$ cat config.mk
export PLATFORM = sky130hd
export DESIGN_NAME = jtdd2_dwnld
export DESIGN_NICKNAME = d
export VERILOG_FILES = /design/src/rtl/jtdd2_dwnld_pkg.sv /design/src/rtl/jtdd2_dwnld_fifo.sv /design/src/rtl/jtdd2_dwnld.sv
export SDC_FILE = /design/constraint.sdc
export NUM_CORES = 1
export LEC_CHECK = 0
export BUFFER_PORTS_ARGS = -buffer_cell sky130_fd_sc_hd__buf_4
export CAP_MARGIN = 20
export CORE_MARGIN = 5
export CORE_UTILIZATION = 50
export CTS_CLUSTER_DIAMETER = 40
export DETAILED_ROUTE_END_ITERATION = 10
export GPL_ROUTABILITY_DRIVEN = 0
export PLACE_DENSITY = 0.77
export SETUP_SLACK_MARGIN = 0.3
export SLEW_MARGIN = 10
export SYNTH_ARGS = -nofsm -noshare
export SYNTH_HDL_FRONTEND = slang
export SYNTH_SLANG_ARGS = --single-unit
$ cat constraint.sdc
create_clock -name clk -period 4.9 [get_ports clk]
set_clock_uncertainty 0.2 [all_clocks]
set_input_delay 0.98 -clock clk [delete_from_list [all_inputs] [get_ports clk]]
set_output_delay 0.98 -clock clk [all_outputs]
set_load 0.01 [all_outputs]
$ cat src/rtl/jtdd2_dwnld_pkg.sv
// Shared download constants: region map, SDRAM bases, byte-lane masks and queue entry layout.
package jtdd2_dwnld_pkg;

  localparam int unsigned ADDR_W  = 22;
  localparam int unsigned DATA_W  = 8;
  localparam int unsigned MASK_W  = 2;
  localparam int unsigned PROM_AW = 9;

  // ioctl byte-address region starts
  localparam logic [21:0] SCRZW_ADDR = 22'h090000;
  localparam logic [21:0] SCRXY_ADDR = 22'h0B0000;
  localparam logic [21:0] OBJWZ_ADDR = 22'h0D0000;
  localparam logic [21:0] OBJXY_ADDR = 22'h130000;
  localparam logic [21:0] PROM_ADDR  = 22'h190000;
  localparam logic [21:0] PROM_END   = 22'h190200;

  // SDRAM word bases for the interleaved graphics ROMs
  localparam logic [21:0] SCR_SDRAM = 22'h060000;
  localparam logic [21:0] OBJ_SDRAM = 22'h080000;

  // active-low byte enables
  localparam logic [1:0] MASK_LO   = 2'b10;
  localparam logic [1:0] MASK_HI   = 2'b01;
  localparam logic [1:0] MASK_NONE = 2'b11;

  typedef struct packed {
    logic [21:0] addr;
    logic [7:0]  data;
    logic [1:0]  mask;
  } prog_entry_t;

  localparam int unsigned ENTRY_W = $bits(prog_entry_t);

  typedef enum logic {
    ST_IDLE = 1'b0,
    ST_REQ  = 1'b1
  } wr_state_t;

endpackage

$ cat src/rtl/jtdd2_dwnld_fifo.sv
// Show-ahead synchronous FIFO holding decoded SDRAM writes; a push on full is
// accepted only when a pop happens on the same edge.
module jtdd2_dwnld_fifo #(
  parameter int unsigned AW = 2,
  parameter int unsigned DW = 32
) (
  input  logic          clk,
  input  logic          rst,
  input  logic          wr_en,
  input  logic [DW-1:0] wr_data,
  input  logic          rd_en,
  output logic [DW-1:0] rd_data_c,
  output logic          full_c,
  output logic          empty_c
);

  localparam int unsigned DEPTH = 1 << AW;

  logic [DW-1:0] mem [DEPTH];
  logic [AW:0]   wr_ptr;
  logic [AW:0]   rd_ptr;
  logic          do_wr;
  logic          do_rd;

  assign empty_c   = (wr_ptr == rd_ptr);
  assign full_c    = (wr_ptr[AW] != rd_ptr[AW]) && (wr_ptr[AW-1:0] == rd_ptr[AW-1:0]);
  assign do_rd     = rd_en && !empty_c;
  assign do_wr     = wr_en && (!full_c || do_rd);
  assign rd_data_c = mem[rd_ptr[AW-1:0]];

  // storage array, no reset needed
  always_ff @(posedge clk) begin
    if (do_wr) mem[wr_ptr[AW-1:0]] <= wr_data;
  end

  // read/write pointers
  always_ff @(posedge clk) begin
    if (rst) begin
      wr_ptr <= '0;
      rd_ptr <= '0;
    end else begin
      if (do_wr) wr_ptr <= wr_ptr + (AW+1)'(1);
      if (do_rd) rd_ptr <= rd_ptr + (AW+1)'(1);
    end
  end

endmodule

$ cat src/rtl/jtdd2_dwnld.sv
// Double Dragon II download remapper: region decode, write queue, SDRAM
// handshake and PROM BRAM strobe.
module jtdd2_dwnld
  import jtdd2_dwnld_pkg::*;
#(
  parameter int unsigned FIFO_AW = 2
) (
  input  logic        clk,
  input  logic        rst,
  input  logic        downloading,
  input  logic [21:0] ioctl_addr,
  input  logic [7:0]  ioctl_data,
  input  logic        ioctl_wr,
  output logic [21:0] prog_addr,
  output logic [7:0]  prog_data,
  output logic [1:0]  prog_mask,
  output logic        prog_we,
  input  logic        prog_ack,
  output logic        prom_we,
  output logic [8:0]  prom_addr,
  output logic [7:0]  prom_data,
  output logic        dwnld_busy,
  output logic        overflow
);

  prog_entry_t dec;
  logic        dec_vld;
  logic        prom_hit;
  logic [16:0] off_zw, off_xy;
  logic [18:0] off_wz, off_oxy;
  logic [8:0]  off_prom;

  logic [ENTRY_W-1:0] fifo_rd_data_c;
  prog_entry_t        head;
  logic               fifo_full_c, fifo_empty_c, fifo_pop;

  wr_state_t   state, state_nxt;
  logic        prog_we_nxt;
  logic [21:0] prog_addr_nxt;
  logic [7:0]  prog_data_nxt;
  logic [1:0]  prog_mask_nxt;
  logic        dl_q;

  // offsets only need as many bits as the region, so subtract on the low bits
  assign off_zw   = ioctl_addr[16:0] - SCRZW_ADDR[16:0];
  assign off_xy   = ioctl_addr[16:0] - SCRXY_ADDR[16:0];
  assign off_wz   = ioctl_addr[18:0] - OBJWZ_ADDR[18:0];
  assign off_oxy  = ioctl_addr[18:0] - OBJXY_ADDR[18:0];
  assign off_prom = ioctl_addr[8:0]  - PROM_ADDR[8:0];

  // region decode of the incoming byte
  always_comb begin
    dec      = '0;
    dec.data = ioctl_data;
    dec.mask = MASK_NONE;
    dec_vld  = 1'b0;
    prom_hit = 1'b0;
    if (ioctl_addr < SCRZW_ADDR) begin
      dec.addr = {1'b0, ioctl_addr[21:1]};
      dec.mask = ioctl_addr[0] ? MASK_HI : MASK_LO;
      dec_vld  = ioctl_wr;
    end else if (ioctl_addr < SCRXY_ADDR) begin
      dec.addr = SCR_SDRAM + {5'd0, off_zw};
      dec.mask = MASK_LO;
      dec_vld  = ioctl_wr;
    end else if (ioctl_addr < OBJWZ_ADDR) begin
      dec.addr = SCR_SDRAM + {5'd0, off_xy};
      dec.mask = MASK_HI;
      dec_vld  = ioctl_wr;
    end else if (ioctl_addr < OBJXY_ADDR) begin
      dec.addr = OBJ_SDRAM + {3'd0, off_wz};
      dec.mask = MASK_LO;
      dec_vld  = ioctl_wr;
    end else if (ioctl_addr < PROM_ADDR) begin
      dec.addr = OBJ_SDRAM + {3'd0, off_oxy};
      dec.mask = MASK_HI;
      dec_vld  = ioctl_wr;
    end else if (ioctl_addr < PROM_END) begin
      prom_hit = ioctl_wr;
    end
  end

  // PROM bytes bypass the queue and strobe the BRAM for one cycle
  always_ff @(posedge clk) begin
    if (rst) begin
      prom_we   <= 1'b0;
      prom_addr <= '0;
      prom_data <= '0;
    end else begin
      prom_we <= prom_hit;
      if (prom_hit) begin
        prom_addr <= off_prom;
        prom_data <= ioctl_data;
      end
    end
  end

  jtdd2_dwnld_fifo #(
    .AW (FIFO_AW),
    .DW (ENTRY_W)
  ) u_fifo (
    .clk       (clk),
    .rst       (rst),
    .wr_en     (dec_vld),
    .wr_data   (dec),
    .rd_en     (fifo_pop),
    .rd_data_c (fifo_rd_data_c),
    .full_c    (fifo_full_c),
    .empty_c   (fifo_empty_c)
  );

  assign head = prog_entry_t'(fifo_rd_data_c);

  // sticky overflow, cleared when a new download starts
  always_ff @(posedge clk) begin
    if (rst) begin
      dl_q     <= 1'b0;
      overflow <= 1'b0;
    end else begin
      dl_q <= downloading;
      if (downloading && !dl_q)                        overflow <= 1'b0;
      else if (dec_vld && fifo_full_c && !fifo_pop)    overflow <= 1'b1;
    end
  end

  // write FSM state and registered SDRAM request
  always_ff @(posedge clk) begin
    if (rst) begin
      state     <= ST_IDLE;
      prog_we   <= 1'b0;
      prog_addr <= '0;
      prog_data <= '0;
      prog_mask <= MASK_NONE;
    end else begin
      state     <= state_nxt;
      prog_we   <= prog_we_nxt;
      prog_addr <= prog_addr_nxt;
      prog_data <= prog_data_nxt;
      prog_mask <= prog_mask_nxt;
    end
  end

  // next state: load from queue head in IDLE, hold request until ack
  always_comb begin
    state_nxt     = state;
    prog_we_nxt   = prog_we;
    prog_addr_nxt = prog_addr;
    prog_data_nxt = prog_data;
    prog_mask_nxt = prog_mask;
    fifo_pop      = 1'b0;
    case (state)
      ST_IDLE: begin
        if (!fifo_empty_c) begin
          fifo_pop      = 1'b1;
          prog_addr_nxt = head.addr;
          prog_data_nxt = head.data;
          prog_mask_nxt = head.mask;
          prog_we_nxt   = 1'b1;
          state_nxt     = ST_REQ;
        end
      end
      ST_REQ: begin
        if (prog_ack) begin
          prog_we_nxt = 1'b0;
          state_nxt   = ST_IDLE;
        end
      end
      default: state_nxt = ST_IDLE;
    endcase
  end

  assign dwnld_busy = downloading | ~fifo_empty_c | prog_we;

endmodule

Word-level counts from Yosys, hierarchy flattened
Memory sizes are Yosys's and may differ from the RTL's. A register that Yosys moved wholly into a read port is not among the register bits.
Index checks and enable logic that the tools add are counted.
{"block": "totals", "ff_bits": 50, "mem_bits_rw": 124, "inputBits": 35, "output_inout_bits": 53, "word_cells": 79, "mem_count": 1}
{"memory": "u_fifo.mem", "depth": 4, "width": 31, "rd": 1, "rd_ports_with_merged_regs": 1, "write_ports": 1, "line": "jtdd2_dwnld_fifo.sv:19", "text": "logic [DW-1:0] mem [DEPTH];"}
{"block": "classes", "add_sub_neg": 8, "order_cmp": 6, "n_eq_ne": 5, "n_mux": 31, "bitwise_logic": 4, "n_reduce_logical": 14}
{"cell": "21-bit two-way mux", "n": 5}
{"cell": "22-bit by 20-bit less-than comparator with 1-bit output, second input constant", "n": 3}
{"cell": "22-bit by 21-bit less-than comparator with 1-bit output, second input constant", "n": 3}
{"cell": "20-bit by 19-bit adder with 21-bit output, first input constant", "n": 2}
{"cell": "19-bit by 17-bit adder with 20-bit output, first input constant", "n": 1}
{"cell": "19-bit by 18-bit subtractor with 19-bit output, second input constant", "n": 1}
{"cell": "19-bit subtractor, second input constant", "n": 1}
{"cell": "1-bit two-way mux", "n": 18}
{"cell": "17-bit subtractor, second input constant", "n": 1}
{"cell": "2-bit two-way mux", "n": 6}
{"cell": "3-bit by 1-bit adder with 3-bit output, second input constant", "n": 2}
{"cell": "1-bit logical AND", "n": 6}
{"cell": "1-bit zero test", "n": 4}
{"cell": "2-bit != test, second input constant", "n": 2}
{"cell": "1-bit case mux with 2 select lines", "n": 2}
{"cell": "2-bit AND reduction", "n": 2}
{"cell": "3-bit equality test", "n": 1}
{"cell": "2-bit equality test", "n": 1}
{"cell": "1-bit inverter", "n": 2}
{"cell": "1-bit OR", "n": 2}
{"cell": "2-bit OR reduction", "n": 1}
{"cell": "1-bit logical OR", "n": 1}
{"cell": "1-bit != test", "n": 1}

Logic depth before layout (Yosys ltp)
{"block": "logic_depth", "ltp_word": 9, "ltp_mapped": 8}

Modules after synthesis
Synthesis repeated with hierarchy kept, for this count alone.
{"block": "unflattened", "cells_unflattened": 568, "area_unflattened_um2": 7807.5}
{"mod": "jtdd2_dwnld_fifo", "n_inst": 1, "cells_each": 222, "area_each_um2": 5144.9}
{"mod": "jtdd2_dwnld", "n_inst": 1, "cells_each": 346, "area_each_um2": 2662.6}

Worst setup path before layout
OpenSTA, ideal clock, no wires.
{"block": "synth_timing", "path_type": "input-to-reg", "start": "input ioctl_addr[17]", "end": "memory u_fifo.mem[3][0] (netlist name), enable pin", "arrival_time_ns": 3.997, "required_time_ns": 4.242, "slack_ns": 0.245, "path_stages": 6, "n_path_buf": 1, "cell_sequence": "inv_1 > ha_1 > nand2b_2 > a31o_4 > buf_2 > nor3_1"}
{"block": "synth_via", "elab_chain_len": 9}
{"element": "from (decl)", "line": "jtdd2_dwnld.sv:11", "text": "input logic [21:0] ioctl_addr,"}
{"element": "22-bit by 21-bit less-than comparator with 1-bit output", "line": "jtdd2_dwnld.sv:74", "text": "end else if (ioctl_addr < PROM_ADDR) begin"}
{"element": "1-bit two-way mux", "line": "jtdd2_dwnld.sv:74"}
{"element": "1-bit two-way mux", "line": "jtdd2_dwnld.sv:70", "text": "end else if (ioctl_addr < OBJXY_ADDR) begin"}
{"element": "1-bit two-way mux", "line": "jtdd2_dwnld.sv:66", "text": "end else if (ioctl_addr < OBJWZ_ADDR) begin"}
{"element": "1-bit two-way mux", "line": "jtdd2_dwnld.sv:62", "text": "end else if (ioctl_addr < SCRXY_ADDR) begin"}
{"element": "1-bit two-way mux *", "line": "jtdd2_dwnld.sv:58", "text": "if (ioctl_addr < SCRZW_ADDR) begin"}
{"element": "1-bit logical AND *", "line": "jtdd2_dwnld_fifo.sv:28", "text": "assign do_wr = wr_en && (!full_c || do_rd);"}
{"element": "1-bit two-way mux *", "line": "jtdd2_dwnld_fifo.sv:33", "text": "if (do_wr) mem[wr_ptr[AW-1:0]] <= wr_data;"}
{"element": "1-bit two-way mux (implied by the code) *", "line": "jtdd2_dwnld_fifo.sv:33"}
{"element": "to (decl)", "line": "jtdd2_dwnld_fifo.sv:19"}
Every way passes the cells marked *; elsewhere a longest branch is shown, timed or not.

Worst setup path in the final report
{"block": "layout_timing", "start": "register u_fifo.rd_ptr[0]", "end": "output dwnld_busy"}
{"block": "layout_via", "elab_chain_len": 4}
{"element": "from (decl)", "line": "jtdd2_dwnld_fifo.sv:21", "text": "logic [AW:0] rd_ptr;"}
{"element": "from (signal assigned)", "line": "jtdd2_dwnld_fifo.sv:43", "text": "if (do_rd) rd_ptr <= rd_ptr + (AW+1)'(1);"}
{"element": "3-bit equality test", "line": "jtdd2_dwnld_fifo.sv:25", "text": "assign empty_c = (wr_ptr == rd_ptr);"}
{"element": "1-bit inverter (no line)"}
{"element": "1-bit OR (2 in series)", "line": "jtdd2_dwnld.sv:172", "text": "assign dwnld_busy = downloading | ~fifo_empty_c | prog_we;"}
{"element": "to (decl)", "line": "jtdd2_dwnld.sv:22", "text": "output logic dwnld_busy,"}
No other way between the ends.

==> impl_metrics.xml <==
<?xml version="1.0" encoding="UTF-8"?>
<metrics>
  <group name="hold_path">
    <metric name="timing.hold.worst_endpoint" unit="">prog_data[2]</metric>
    <metric name="startpoint_of_the_lowest_slack_hold_path" unit="">prog_data[2]</metric>
    <metric name="min_path_cells" unit="">2</metric>
    <metric name="timing.hold.worst.class" unit="">flip-flop to flip-flop</metric>
  </group>
  <group name="critical_path">
    <metric name="critical_path_class" unit="">flip-flop to output port</metric>
    <metric name="end_kind" unit="">output port</metric>
    <metric name="reg2reg_setup_slack" unit="ns">2.00</metric>
    <metric name="startpoint_type" unit="">flip-flop</metric>
    <metric name="critical_path.reg2reg.startpoint" unit="">u_fifo.rd_ptr[0]</metric>
    <metric name="worstRegToRegCells" unit="">6</metric>
    <metric name="arrival" unit="ns">2.13</metric>
    <metric name="wp_buf_inv" unit="">2</metric>
    <metric name="slowest_stage" unit="">sky130_fd_sc_hd__buf_4</metric>
    <metric name="path_delay_family" unit="">buffers and inverters</metric>
    <metric name="worst_path_largest_cell_delay" unit="ns">0.54</metric>
    <metric name="timing.critical_path.mode_cell" unit="">sky130_fd_sc_hd__buf_4</metric>
    <metric name="required" unit="ns">3.72</metric>
    <metric name="crit_chain" unit="">buf_4 &gt; xnor2_2 &gt; nand3_1 &gt; or3_1 &gt; buf_4</metric>
    <metric name="worstReg2RegEnd" unit="">u_fifo.mem[0][10]</metric>
    <metric name="worstPathMaxFanout" unit="">34</metric>
  </group>
  <group name="synthesis">
    <metric name="synthesized_area_per_cell" unit="um2">13.8</metric>
    <metric name="syn-cell-area" unit="mm2">0.00748</metric>
    <metric name="synth_most_common_cell" unit="">sky130_fd_sc_hd__edfxtp_1</metric>
    <metric name="yosys_top_cell_area_share" unit="%">49.8</metric>
    <metric name="synth_common_cells" unit="">sky130_fd_sc_hd__edfxtp_1, sky130_fd_sc_hd__nand2_1, sky130_fd_sc_hd__dfxtp_1</metric>
    <metric name="asyncSetResetFlopFracSynth" unit="%">0</metric>
    <metric name="postSynthCellCount" unit="">540</metric>
    <metric name="synth_area_leader_cell" unit="">sky130_fd_sc_hd__edfxtp_1</metric>
    <metric name="synth_seq_cells" unit="">183</metric>
    <metric name="synth_cell_type_count" unit="">47</metric>
    <metric name="synth-warning-count" unit="">0</metric>
    <metric name="synth-main-ff-cell" unit="">sky130_fd_sc_hd__edfxtp_1</metric>
    <metric name="synth_seq_area_share" unit="%">65.6</metric>
    <metric name="yosys-top-cells-area" unit="">sky130_fd_sc_hd__edfxtp_1, sky130_fd_sc_hd__dfxtp_1, sky130_fd_sc_hd__mux4_2</metric>
    <metric name="synth_enable_flop_cells" unit="">124</metric>
  </group>
  <group name="clock_network">
    <metric name="cts_buffers" unit="">17</metric>
    <metric name="cts_tree" unit="">yes</metric>
    <metric name="tritoncts_num_sinks" unit="">183</metric>
    <metric name="postCtsSetupRepairBufs" unit="">0</metric>
    <metric name="cts_max_level" unit="">4</metric>
    <metric name="clk_transition_reported_paths" unit="ns">0.07</metric>
    <metric name="cts_max_path_buffers" unit="">2</metric>
    <metric name="cts_repair_resize_count" unit="">0</metric>
    <metric name="clk-insertion-delay-late" unit="ns">0.42</metric>
    <metric name="clock_root_buffer" unit="">sky130_fd_sc_hd__clkbuf_16</metric>
    <metric name="cts_hold_repair.buffers" unit="">0</metric>
  </group>
  <group name="finish">
    <metric name="finalCoreUtilization" unit="%">60.3</metric>
    <metric name="final_cell_area" unit="mm2">0.00880</metric>
    <metric name="area_growth_synth_to_finish" unit="%">17.7</metric>
    <metric name="drive_above_1_share" unit="%">26.2</metric>
    <metric name="antenna_cells_inserted" unit="">0</metric>
    <metric name="nNetsFinal" unit="">664</metric>
    <metric name="filler_cell_count" unit="">1088</metric>
  </group>
  <group name="timing">
    <metric name="min_period_over_period" unit="%">67.6</metric>
    <metric name="slew_headroom" unit="%">39.6</metric>
    <metric name="report.final.slew_viol_count" unit="">0</metric>
    <metric name="highest_clock_rate" unit="GHz">0.302</metric>
    <metric name="worst_hold_slack" unit="ns">0.256</metric>
    <metric name="final.min_clock_period" unit="ns">3.31</metric>
    <metric name="max_slew.worst_pin.slew" unit="ns">0.906</metric>
    <metric name="grt_setup_unrepaired" unit="">no</metric>
    <metric name="timing.final.hold_violations" unit="">0</metric>
    <metric name="setup-tns-final" unit="ns">0</metric>
    <metric name="finalSetupViolations" unit="">0</metric>
  </group>
  <group name="placement">
    <metric name="post_dp_cell_area" unit="mm2">0.00826</metric>
    <metric name="dpl.hpwl" unit="mm">9.70</metric>
    <metric name="numPortBuffers" unit="">86</metric>
  </group>
  <group name="floorplanning">
    <metric name="die_area" unit="mm2">0.0175</metric>
    <metric name="die_w" unit="um">132</metric>
    <metric name="dieHeight" unit="um">132</metric>
    <metric name="floorplan.initialDensity" unit="%">51.3</metric>
    <metric name="placeableCoreArea" unit="mm2">0.0146</metric>
    <metric name="io-pin-count" unit="">88</metric>
    <metric name="row_count" unit="">44</metric>
  </group>
  <group name="power">
    <metric name="p_total" unit="W">0.00390</metric>
    <metric name="power.leakage" unit="nW">3.09</metric>
    <metric name="irDropWorstVdd" unit="mV">0.279</metric>
    <metric name="power-per-cell-area" unit="mW/mm2">443</metric>
  </group>
  <group name="routing">
    <metric name="ant_nets" unit="">0</metric>
    <metric name="detailedRoute.firstIterationViolations" unit="">331</metric>
    <metric name="firstDrtPassIters" unit="">5</metric>
    <metric name="wirelength" unit="mm">15.3</metric>
    <metric name="via_count" unit="">4513</metric>
    <metric name="wire_per_inst" unit="um">18.7</metric>
    <metric name="detail_route.drc_violations" unit="">0</metric>
    <metric name="post_drt_via_cell_ratio" unit="">5.52</metric>
  </group>
  <group name="global_routing">
    <metric name="grt_max_degree" unit="">81</metric>
    <metric name="antenna_found_initial" unit="">0</metric>
    <metric name="first_pass_grt_wire_length" unit="mm">24.7</metric>
    <metric name="grt.total_usage" unit="%">18.0</metric>
    <metric name="number_of_global_route_vias_before_repair" unit="">4684</metric>
    <metric name="overflow" unit="">0</metric>
  </group>
  <group name="outcome">
    <metric name="outcome" unit="">finished clean</metric>
  </group>
  <group name="job">
    <metric name="max_cap_viol_count" unit="">0</metric>
  </group>
</metrics>
[logic make-up after synthesis]
logic type	Yosys count	synth area share, %
xor+xnor	5	0.787
buf+inv	44	2.98
fa+ha+maj	8	1.34
flops	183	65.6
other cells	1	0.0502
mux	52	12.2
compound gates	73	5.97
simple gates	174	11.1
[where the power goes]
part / switching, W / internal [W] / leakage, nW
Combinational: 0.000439 / 0.000364 / 1.22
Sequential: 0.0000656 / 0.00177 / 1.62
Clock: 0.000560 / 0.000699 / 0.258
Total: 0.00106 / 0.00284 / 3.09
[how the worst max path moves through the flow]
stage	startpoint	endpoint	slack, ns	cells past startpoint
floorplan	ioctl_addr[17]	u_fifo.mem[3][0]	1.19	6
global placement	ioctl_addr[17]	u_fifo.mem[1][6]	1.51	8
detailed placement	ioctl_addr[17]	u_fifo.mem[0][8]	1.39	8
CTS	u_fifo.rd_ptr[0]	dwnld_busy	1.53	5
global route	u_fifo.rd_ptr[0]	dwnld_busy	1.40	5
finish	u_fifo.rd_ptr[0]	dwnld_busy	1.59	5
[per-layer routing]
layer	vias up	global-route usage [%]	wire length [um]
met2	133	29.5	7470
met3	24	3.78	724
met4	0	7.52	361
met1	2233	23.4	6720
li1	2123	-	-
met5	-	0	0
[layout make-up]
| cell class | count | area [um2] | area share (%) |
|---|---|---|---|
| sequential | 183 | 4910 | 55.7 |
| multi-input combinational | 317 | 2390 | 27.1 |
| timing repair buffer | 94 | 706 | 8.02 |
| clock buffer | 20 | 437 | 4.96 |
| tap | 184 | 230 | 2.62 |
| clock inverter | 12 | 104 | 1.18 |
| inverter | 8 | 30.0 | 0.341 |
[tightest hold or removal path, cell delays in order, from the launching register on]
cell and delay, ns:
sky130_fd_sc_hd__dfxtp_1 0.31, sky130_fd_sc_hd__nand2_1 0.05, sky130_fd_sc_hd__a21oi_1 0.05
[cell usage in the layout, fill, tap and decap left out, drive strengths merged, types with 2 or more instances in the layout]
master,instances
a2bb2oi,2
mux4,31
a211oi,4
o21a,2
edfxtp,124
nor2,10
or3,3
a21oi,51
clkinv,5
o22a,3
and2,3
conb,5
nor3,8
nand2b,38
buf,94
dfxtp,59
clkinvlp,3
ha,8
clkbuf,20
nand3,2
a31oi,3
nor2b,5
a31o,2
mux2i,20
inv,11
nand2,99
xnor2,4
[through the flow]
stage,std cells,setup slack (ns)
after floorplan,544,1.19
after global placement,786,1.51
after detailed placement,786,1.39
after CTS,818,1.53
after global routing,818,1.40
final,818,1.59
[registers in the layout (all words and copies together), names as in the netlist, 2 cells and up]
signal,flops
prom_addr,9
u_fifo.wr_ptr,3
u_fifo.rd_ptr,3
prog_addr,21
u_fifo.mem,124
prog_mask,2
prom_data,8
prog_data,8
Note: power is estimated with default switching activity, not from simulation.
